**src/rtl/fetch_queue_pkg.sv**
```systemverilog
// fetch_queue_pkg: shared constants and entry type for the fetch queue and PC stage.
package fetch_queue_pkg;
    localparam logic [31:0] NOP_INSTR = 32'h0000_0000;
    localparam logic [31:0] RESET_PC  = 32'h0000_3000;
    localparam int          DEPTH_DEF = 4;

    typedef struct packed {
        logic [31:0] pc;
        logic [31:0] instr;
        logic        adel;
    } entry_t;
endpackage

```
**src/rtl/fetch_queue_mem.sv**
```systemverilog
// fetch_queue_mem: DEPTH-entry register array, one synchronous write port, one combinational read port.
module fetch_queue_mem
    import fetch_queue_pkg::*;
#(
    parameter int DEPTH = DEPTH_DEF,
    parameter int PTR_W = $clog2(DEPTH)
) (
    input  logic             clk_i,
    input  logic             we_i,
    input  logic [PTR_W-1:0] waddr_i,
    input  entry_t           wdata_i,
    input  logic [PTR_W-1:0] raddr_i,
    output entry_t           rdata_o
);
    entry_t mem_q [DEPTH];

    // Contents are never observed while invalid, so no reset is needed.
    always_ff @(posedge clk_i) begin
        if (we_i) mem_q[waddr_i] <= wdata_i;
    end

    assign rdata_o = mem_q[raddr_i];
endmodule

```
**src/rtl/fetch_queue.sv**
```systemverilog
// fetch_queue: buffers {Pc, Instr} pairs between fetch and decode with a valid/ready head
// and a count-based FetchEn that stalls the PC stage when full.
module fetch_queue
    import fetch_queue_pkg::*;
#(
    parameter int DEPTH = DEPTH_DEF,
    parameter int PTR_W = $clog2(DEPTH)
) (
    input  logic             Clk,
    input  logic             Reset,
    input  logic [31:0]      Pc,
    input  logic [31:0]      Instr,
    output logic             FetchEn,
    input  logic             Flush,
    input  logic             D_Ready,
    output logic             D_Valid,
    output logic [31:0]      D_Pc,
    output logic [31:0]      D_Pc8,
    output logic [31:0]      D_Instr,
    output logic             D_AdEL,
    output logic [PTR_W:0]   Count
);
    localparam logic [PTR_W:0] FULL = (PTR_W+1)'(DEPTH);

    logic [PTR_W-1:0] wr_q, wr_d, rd_q, rd_d;
    logic [PTR_W:0]   cnt_q, cnt_d;
    logic             push, pop;
    entry_t           wr_e, head;

    assign FetchEn = cnt_q != FULL;
    assign D_Valid = cnt_q != '0;
    assign Count   = cnt_q;
    assign push    = FetchEn && !Flush;
    assign pop     = D_Valid && D_Ready && !Flush;
    assign wr_e    = '{pc: Pc, instr: Instr, adel: Pc[1:0] != 2'b00};

    always_comb begin
        wr_d  = Flush ? '0 : wr_q + PTR_W'(push);
        rd_d  = Flush ? '0 : rd_q + PTR_W'(pop);
        cnt_d = Flush ? '0 : cnt_q + (PTR_W+1)'(push) - (PTR_W+1)'(pop);
    end

    always_ff @(posedge Clk or negedge Reset) begin
        if (!Reset) begin
            wr_q  <= '0;
            rd_q  <= '0;
            cnt_q <= '0;
        end else begin
            wr_q  <= wr_d;
            rd_q  <= rd_d;
            cnt_q <= cnt_d;
        end
    end

    fetch_queue_mem #(.DEPTH(DEPTH), .PTR_W(PTR_W)) u_mem (
        .clk_i   (Clk),
        .we_i    (push),
        .waddr_i (wr_q),
        .wdata_i (wr_e),
        .raddr_i (rd_q),
        .rdata_o (head)
    );

    // A misaligned head is presented as a nop carrying the exception flag.
    assign D_Pc    = D_Valid ? head.pc : 32'h0;
    assign D_Pc8   = D_Valid ? head.pc + 32'd8 : 32'h0;
    assign D_AdEL  = D_Valid && head.adel;
    assign D_Instr = (D_Valid && !head.adel) ? head.instr : NOP_INSTR;
endmodule

```
**config.mk**
```make
export PLATFORM = sky130hd
export DESIGN_NAME = fetch_queue
export DESIGN_NICKNAME = d
export VERILOG_FILES = /design/src/rtl/fetch_queue_pkg.sv /design/src/rtl/fetch_queue_mem.sv /design/src/rtl/fetch_queue.sv
export SDC_FILE = /design/constraint.sdc
export NUM_CORES = 1
export LEC_CHECK = 0
export CAP_MARGIN = 5
export CORE_MARGIN = 10
export CORE_UTILIZATION = 30
export CTS_BUF_LIST = sky130_fd_sc_hd__clkbuf_2 sky130_fd_sc_hd__clkbuf_4 sky130_fd_sc_hd__clkbuf_8
export DETAILED_ROUTE_END_ITERATION = 7
export HOLD_SLACK_MARGIN = 0.03
export SLEW_MARGIN = 20
export SYNTH_ARGS = -nofsm -noshare
export SYNTH_HDL_FRONTEND = slang
export SYNTH_SLANG_ARGS = --single-unit
```
**constraint.sdc**
```tcl
create_clock -name Clk -period 13.6 [get_ports Clk]
set_input_delay 4.08 -clock Clk [delete_from_list [all_inputs] [get_ports Clk]]
set_output_delay 4.08 -clock Clk [all_outputs]
set_load 0.01 [all_outputs]
```
==> results of run 1 <==
per-layer routing:
metal | global-route usage (%) | vias up | wire length (um)
li1 | - | 2703 | -
met1 | 14.29 | 2976 | 11040
met2 | 18.72 | 213 | 12210
met3 | 3.961 | 34 | 2329
met4 | 2.777 | 2 | 372
met5 | 0 | - | 12
final timing paths:
kind / startpoint / to / slack, ns / depth (start not counted)
worst max register to register: Count[1] / Count[2] / 10.55 / 11
min in group asynchronous: Reset / Count[1] / 3.81 / 1
worst max-delay path: rd_q[0] / D_Instr[29] / 5.35 / 5
worst min-delay path: wr_q[1] / wr_q[1] / 0.67 / 2
worst min register to register: wr_q[1] / wr_q[1] / 0.67 / 2
max in group asynchronous: Reset / rd_q[0] / 9.52 / 1
per-stage QoR:
stage	power, mW	std cells	setup WS [ns]
2_1_floorplan	1.518	581	1.859
3_3_place_gp	1.950	1192	5.807
3_5_place_dp	1.953	1192	5.711
4_1_cts	2.718	1272	5.121
5_1_grt	2.819	1272	4.942
6_report	2.664	1273	5.354
cells in the final DEF, fill, tap and decap left out, drive strengths merged, types with 10 or more instances in the layout:
master / count
mux4: 65
edfxtp: 260
clkinv: 13
mux2: 10
nand2: 15
nand3: 10
and2: 34
nor2: 34
clkdlybuf4s50: 169
nor3: 11
clkbuf: 63
nor2b: 35
where the power goes:
group	leakage [nW]	switching (mW)	internal [mW]	total, mW
clock	0.503	0.304	0.444	0.748
combinational	1.52	0.435	0.437	0.873
sequential	2.47	0.0388	1.00	1.04
kinds of logic (layout without fill, tap and decap cells):
| family | Yosys count | after routing | synth area share (%) |
|---|---|---|---|
| buffers and inverters | 37 | 260 | 2.056 |
| xor gates and xnor gates | 16 | 16 | 1.265 |
| DFF | 267 | 267 | 72.07 |
| other | 0 | 1 | 0 |
| muxes | 75 | 75 | 14.54 |
| AOI/OAI and AO/OA | 11 | 11 | 0.5196 |
| adders and majority gates | 5 | 5 | 0.6326 |
| and+or+nand+nor | 170 | 170 | 8.923 |
registers in the layout, summed over array words and instances (netlist names):
register     cells
u_mem.mem_q    260
Count            3
rd_q             2
wr_q             2
final cells by class:
cell class                 count  share of cell area [%]
sequential                   267                   56.33
multi-input combinational    277                   20.42
timing repair buffer         175                   12.24
clock buffer                  63                   5.496
tap                          468                   4.128
clock inverter                17                   1.226
inverter                       5                  0.1323
antenna                        1                 0.01764
worst register-to-register path: cells and delay by family, from the launching register on:
family	cells	cell delay, ns
xor gates and xnor gates	2	0.35
adders and majority gates	2	0.52
buffers and inverters	3	1.09
DFF	1	0.48
and+or+nand+nor	4	0.48
==> metrics.md, run 1 <==
| Metric | Value |
|---|---|
| Clock root buffer | clkbuf_8 |
| Ports | 170 |
| Slew Viols, Final | 0 |
| Fin crit period | 8.246 ns |
| Die ar. | 45010 sq um |
| Number of global-route vias before repair | 6499 |
| Synthesized area | 11080 sq um |
| Leading area contributor after synthesis | edfxtp_1 |
| Post-synth top cells | edfxtp_1, mux4_2, nor2b_1 |
| Placer Congestion | 0.7483 |
| Max-cap violation count | 0 |
| CTS sink count | 267 |
| Post_cts resized | 0 |
| WP data arrival | 4.17 ns |
| Critical path buffers and inverters | 2 |
| Synth top area cells | edfxtp_1, mux4_2, mux4_1, nor2b_1, and2_1 |
| DR vias | 5928 |
| Critical Path Max Stage Delay | 0.87 ns |
| Placed Instance Area | 13230 sq um |
| Row count | 70 |
| Design area | 14180 sq um |
| YS warnings | 0 |
| Initial DRT Pass Iterations | 4 |
| Fin crit share | 60.64% |
| Starting Density | 30.33% |
| Worst Clk Skew | 0.01531 ns |
| FMAX | 121.3 MHz |
| Initial antenna violation count | 2 |
| Ratio of cells with drive above 1 in the final layout | 19.03% |
| Largest net degree at the start of global routing | 67 |
| CP endpoint kind | primary output |
| Routed Antenna Nets | 0 |
| Top-area cell type share of the netlist area | 70.48% |
| Post-synth ARST share | 2.622% |
| Total grt overflow | 0 |
| Final nets | 845 |
| CP startpoint kind | register |
| CTS tree | yes |
| Slew of the pin with the lowest slew margin | 1.065 ns |
| Predominant post-synthesis flop cell | edfxtp_1 |
| Cells after synthesis | 581 |
| RSZ-0062 raised after global routing | false |
| Num CTS Buffers | 46 |
| Clock-pin slew on the worst setup and hold paths | 0.06 ns |
| Cell class contributing the biggest share of worst-path delay | buffers and inverters |
| Sequential area share after synthesis | 72.07% |
| WP data required | 9.52 ns |
| Core Util, Final | 38.84% |
| Core area | 36520 sq um |
| Worst slew margin | 29.01% |
| Hpwl dp | 15.73 mm |
| Status | finished clean |
| Cell variety after synth | 43 |
| Port buffer count | 169 |
| Area Growth Syn to Fin | 28.05% |
| Synthesized flop and latch total | 267 |
| Setup bufs post-CTS | 0 |
| GR Util All Layers | 11.46% |
| Register area | 7990 sq um |
| Combined area of the multi-input logic cells | 2897 sq um |
| Chip Height | 212.2 um |
| First-pass GRT wire length | 39.49 mm |
| Worst hold slack | 0.6746 ns |
| Final Hold Viols | 0 |
| Syn avg cell area | 19.07 sq um |
| Critical path class | register to primary output |
| Maximum vdd drop | 103.0 uV |
| DRC | 0 |
| 1st-iter DRT viols | 303 |
| # setup viols final | 0 |
| P_leak | 4.493 nW |
| CP Max Fanout | 34 |
| Pwr dens | 187.8 nW/um^2 |
| Vias/cell | 4.657 |
| Setup_tns | 0 ns |
| Width of the die | 212.2 um |
| Filler cell count | 3352 |
| HP Class | register to register |
| Number of synthesized flops with an enable pin | 260 |
| H-tree levels | 2 |
| Crit-path cells | buf_4, mux4_1, or2_2, nor2b_1, clkdlybuf4s50_1 |
| Post-synthesis net count | 654 |
| Mean routed wirelength per cell | 20.39 um |
| Slowest stage cell, crit path | dfrtp_4 |
| Detailed Route WL | 25.96 mm |
| # hold bufs at CTS | 0 |
| Count leader, synth | edfxtp_1 |
| Clk_lat worst skew | 0.54 ns |
| CTS Buffer Depth | 3 |
No activity file was read; power rests on OpenSTA's default activity.
==> run 2, diff against run 1 <==
==> constraint.sdc (replaced) <==
create_clock -name Clk -period 6.6 [get_ports Clk]
set_input_delay 1.98 -clock Clk [delete_from_list [all_inputs] [get_ports Clk]]
set_output_delay 1.98 -clock Clk [all_outputs]
set_load 0.01 [all_outputs]
==> run 2 against run 1 <==
Compared with the run above: design area is 0.34% higher; wire length rose by 1.4%; final cell count up 0.79%; worst hold slack gained 0.032 ns; global-route usage grew 0.071 points; critical path depth up 2; first-iteration DRC count decreased by 28%; highest routed layer is now met4; clock skew increased by 0.0071 ns; critical path type unchanged; core utilization increased by 0.13 points.
==> metrics.md, run 2 (synthesized netlist as in run 1, its figures left out) <==
| Metric | Value |
|---|---|
| Design area | 14230 sq um |
| Met3 usage in global routing | 3.843% |
| Clock-pin slew on the worst setup and hold paths | 0.06 ns |
| Mean routed wirelength per cell | 20.52 um |
| Slew Viols, Final | 0 |
| Most frequent cells in the layout | edfxtp_1, clkdlybuf4s50_1, mux4_2 |
| CP startpoint | rd_q[0] |
| Hold Crit Start | Count[0] |
| Final Hold Viols | 0 |
| First-pass GRT wire length | 39.89 mm |
| Maximum vdd drop | 164.5 uV |
| Post_cts resized | 0 |
| 1st-iter DRT viols | 219 |
| Die ar. | 45010 sq um |
| GR Layer Usage met1 | 14.84% |
| Starting Density | 30.33% |
| CTS sink count | 267 |
| P_leak | 4.502 nW |
| Hpwl dp | 16.74 mm |
| Tot Pwr | 5.469 mW |
| Row count | 70 |
| Num CTS Buffers | 46 |
| Fin cells | 1283 |
| Vias/cell | 4.652 |
| Width of the die | 212.2 um |
| Ratio of cells with drive above 1 in the final layout | 19.61% |
| CTS Buffer Depth | 3 |
| HP Class | register to register |
| Final nets | 851 |
| H-tree levels | 2 |
| DR vias | 5969 |
| Worst slew margin | 37.41% |
| GR Util All Layers | 11.54% |
| Clk_lat worst skew | 0.55 ns |
| CP startpoint kind | register |
| Clock root buffer | clkbuf_8 |
| DP Cell Count | 1198 |
| Core Util, Final | 38.97% |
| Total grt overflow | 0 |
| CP Max Fanout | 38 |
| R2R Path Start | Count[1] |
| DP Worst Slack | 1.300 ns |
| Setup_tns | 0 ns |
| Area Growth Syn to Fin | 28.49% |
| RSZ-0062 raised after global routing | false |
| Largest net degree at the start of global routing | 53 |
| Ports | 170 |
| Placed Instance Area | 13300 sq um |
| Port buffer count | 169 |
| Initial antenna violation count | 0 |
| Number of global-route vias before repair | 6412 |
| Initial DRT Pass Iterations | 5 |
| Critical path class | register to primary output |
| Routed Antenna Nets | 0 |
| Final setup margin | 0.8088 ns |
| Status | finished clean |
| WP data arrival | 3.81 ns |
| Met2 usage | 18.20% |
| Chip Height | 212.2 um |
| Placer Congestion | 0.7831 |
| # setup viols final | 0 |
| CP endpoint kind | primary output |
| Most flops, register | u_mem.mem_q |
| Max-cap violation count | 0 |
| Core area | 36520 sq um |
| CTS tree | yes |
| Worst Clk Skew | 0.02240 ns |
| Setup bufs post-CTS | 0 |
| Fin crit share | 87.75% |
| WP data required | 4.62 ns |
| Fin crit period | 5.791 ns |
| # hold bufs at CTS | 0 |
| Pwr dens | 384.3 nW/um^2 |
| Detailed Route WL | 26.33 mm |
| FMAX | 172.7 MHz |
| GRT Max-Usage Layer | met2 |
| DRC | 0 |
| Worst hold slack | 0.7066 ns |
| Number of flip-flops in the largest register | 260 |
| Commonest non-fill, non-tap cell in the layout | edfxtp_1 |
| Slew of the pin with the lowest slew margin | 0.9348 ns |
-- run 2: cell types whose count changed in the layout (fill, tap and decap cells not counted), sizes merged --
cell	change
buf	+6
bufinv	-1
clkbuf	-2
clkinvlp	+3
diode	+3
inv	+1
-- run 2: path summary, 6_finish.rpt --
check | to | slack [ns] | depth (start not counted)
max | D_Pc8[25] | 0.81 | 7
min reg2reg | Count[0] | 0.71 | 2
max reg2reg | Count[2] | 3.66 | 11
min | Count[0] | 0.71 | 2
max in group asynchronous | rd_q[0] | 4.60 | 1
min in group asynchronous | Count[1] | 1.71 | 1
-- run 2: final cells by class --
class                      instances  area [sq um]
tap                              468         585.6
inverter                           5         18.77
antenna                            4         10.01
clock inverter                    20         173.9
timing repair buffer             181          1794
sequential                       267          7990
multi-input combinational        277          2914
clock buffer                      61         745.7
fill                            3408         22290
-- run 2: power by group --
part / leakage [nW] / internal, mW / switching [mW] / total, mW
clock: 0.475 / 0.852 / 0.639 / 1.49
combinational: 1.55 / 0.915 / 0.913 / 1.83
sequential: 2.47 / 2.07 / 0.0831 / 2.15
-- run 2: routing by layer --
layer | vias to the layer above | part of all wire, %
met5 | - | 0
met4 | 0 | 2.0
met3 | 47 | 9.2
met2 | 230 | 46
met1 | 2977 | 43
li1 | 2715 | -
-- run 2: critical path: stages, from the launching register on --
cell	delay (ns)
dfrtp_4	0.94
mux4_1	0.72
ha_1	0.29
and4_1	0.20
nand3_1	0.19
nor3_1	0.11
mux2_1	0.33
clkdlybuf4s50_1	0.49
==> RTL edit (settings of run 1) <==
The package constant `DEPTH_DEF` goes from 4 to 2.
--- a/src/rtl/fetch_queue_pkg.sv
+++ b/src/rtl/fetch_queue_pkg.sv
@@ -2,7 +2,7 @@
 package fetch_queue_pkg;
     localparam logic [31:0] NOP_INSTR = 32'h0000_0000;
     localparam logic [31:0] RESET_PC  = 32'h0000_3000;
-    localparam int          DEPTH_DEF = 4;
+    localparam int          DEPTH_DEF = 2;
 
     typedef struct packed {
         logic [31:0] pc;
Interface: changed (resized Count); port bits go from 170 to 169. No check against the original RTL was run, so the function may have changed too.
==> RTL edit against run 1 <==
Sequential share of layout area shrank 9.1 points. Wire length shrank 36%. Cell area shrank 40%. Sequential power shrank 42%. Synthesized cell count shrank 21%. Area after synthesis shrank 45%. Sequential cell count shrank 133. Worst setup slack lost 1200 ps. Die area shrank 41%. Power shrank 35%. First-iteration DRC count shrank 11%. Fmax shrank 12%. Critical path type unchanged. Largest cell class unchanged. Highest routed layer is now met4.
==> RTL edit: results (changes against run 1) <==
Port Buffers=168 (-0.59%); Netlist cell types=41 (-4.7%); largest net degree at the start of global routing=79 (+18%); clock latency on the worst-skew pair=440 ps (-100 ps); CTS Buf Count=17 (-63%); syn_nets=534 (-18%); fraction of synthesized area in multiplexers=0.101 (-0.0443); Worst Skew=9.61 ps (-5.70 ps); Met1 Routed Length=7040 microns (-36%); register area share after synthesis=0.656 (-0.0645); global-route wire length before repair=25,600 microns (-35%); initial antenna violation count=1 (-1); max reg flops=130 (-50%); Clock Tree Buf Depth=2 (-1); initial drt markers=269 (-11%); Avg WL per Cell=18.3 microns (-10%); met3 GRT Util=0.0619 (+0.0223); status=complete, no violations; GR Util All Layers=0.124 (+0.00943); P_leak=0.00276 uW (-38%); vias=4,272 (-28%); Post-synth ARST share=0.0299 (+0.00363); hpwl dp=12,100 microns (-23%); post-synthesis adder-cell area fraction=0.0103 (+0.00393); Post-synth EDFFs=130 (-50%)
==> RTL edit: worst paths after layout <==
| check | start | to | slack (ps) | depth (start not counted) |
|---|---|---|---|---|
| worst max-delay path | rd_q$_DFF_PN0_ | D_Pc8[23] | 4190 | 10 |
| worst min-delay path | wr_q$_DFF_PN0_ | wr_q$_DFF_PN0_ | 710 | 3 |
| worst max register to register | Count[1]$_DFF_PN0_ | Count[1]$_DFF_PN0_ | 10990 | 10 |
| worst min register to register | wr_q$_DFF_PN0_ | wr_q$_DFF_PN0_ | 710 | 3 |
| max in group asynchronous | Reset | rd_q$_DFF_PN0_ | 9560 | 1 |
| min in group asynchronous | Reset | wr_q$_DFF_PN0_ | 3850 | 1 |
==> RTL edit: metrics by stage <==
stage	std cells	total power [uW]	hold WS (ps)	instance area, sq um	utilization
global route	909	1860	746	8480	0.422
global placement	877	1410	684	8060	0.401
finish	910	1740	706	8480	0.422
detailed placement	877	1420	704	8060	0.401
CTS	909	1770	715	8480	0.422
floorplan	461	1020	595	6100	-
==> RTL edit: power by group <==
part / leakage (uW) / internal, uW / switching, uW / total (uW)
clock: 0.000199 / 185 / 162 / 347
combinational: 0.00130 / 389 / 407 / 797
sequential: 0.00127 / 544 / 56.3 / 600
total: 0.00276 / 1120 / 625 / 1740
==> RTL edit: cell type report <==
cell class / count / area [sq um] / share of cell area
Antenna cell: 1 / 2.50 / 0.000295
Clock inverter: 14 / 175 / 0.0207
Clock buffer: 18 / 241 / 0.0285
Timing Repair Buffer: 170 / 1700 / 0.200
Inverter: 5 / 18.8 / 0.00221
Multi-Input combinational cell: 298 / 2000 / 0.236
Sequential cell: 134 / 4010 / 0.473
Tap cell: 270 / 338 / 0.0398
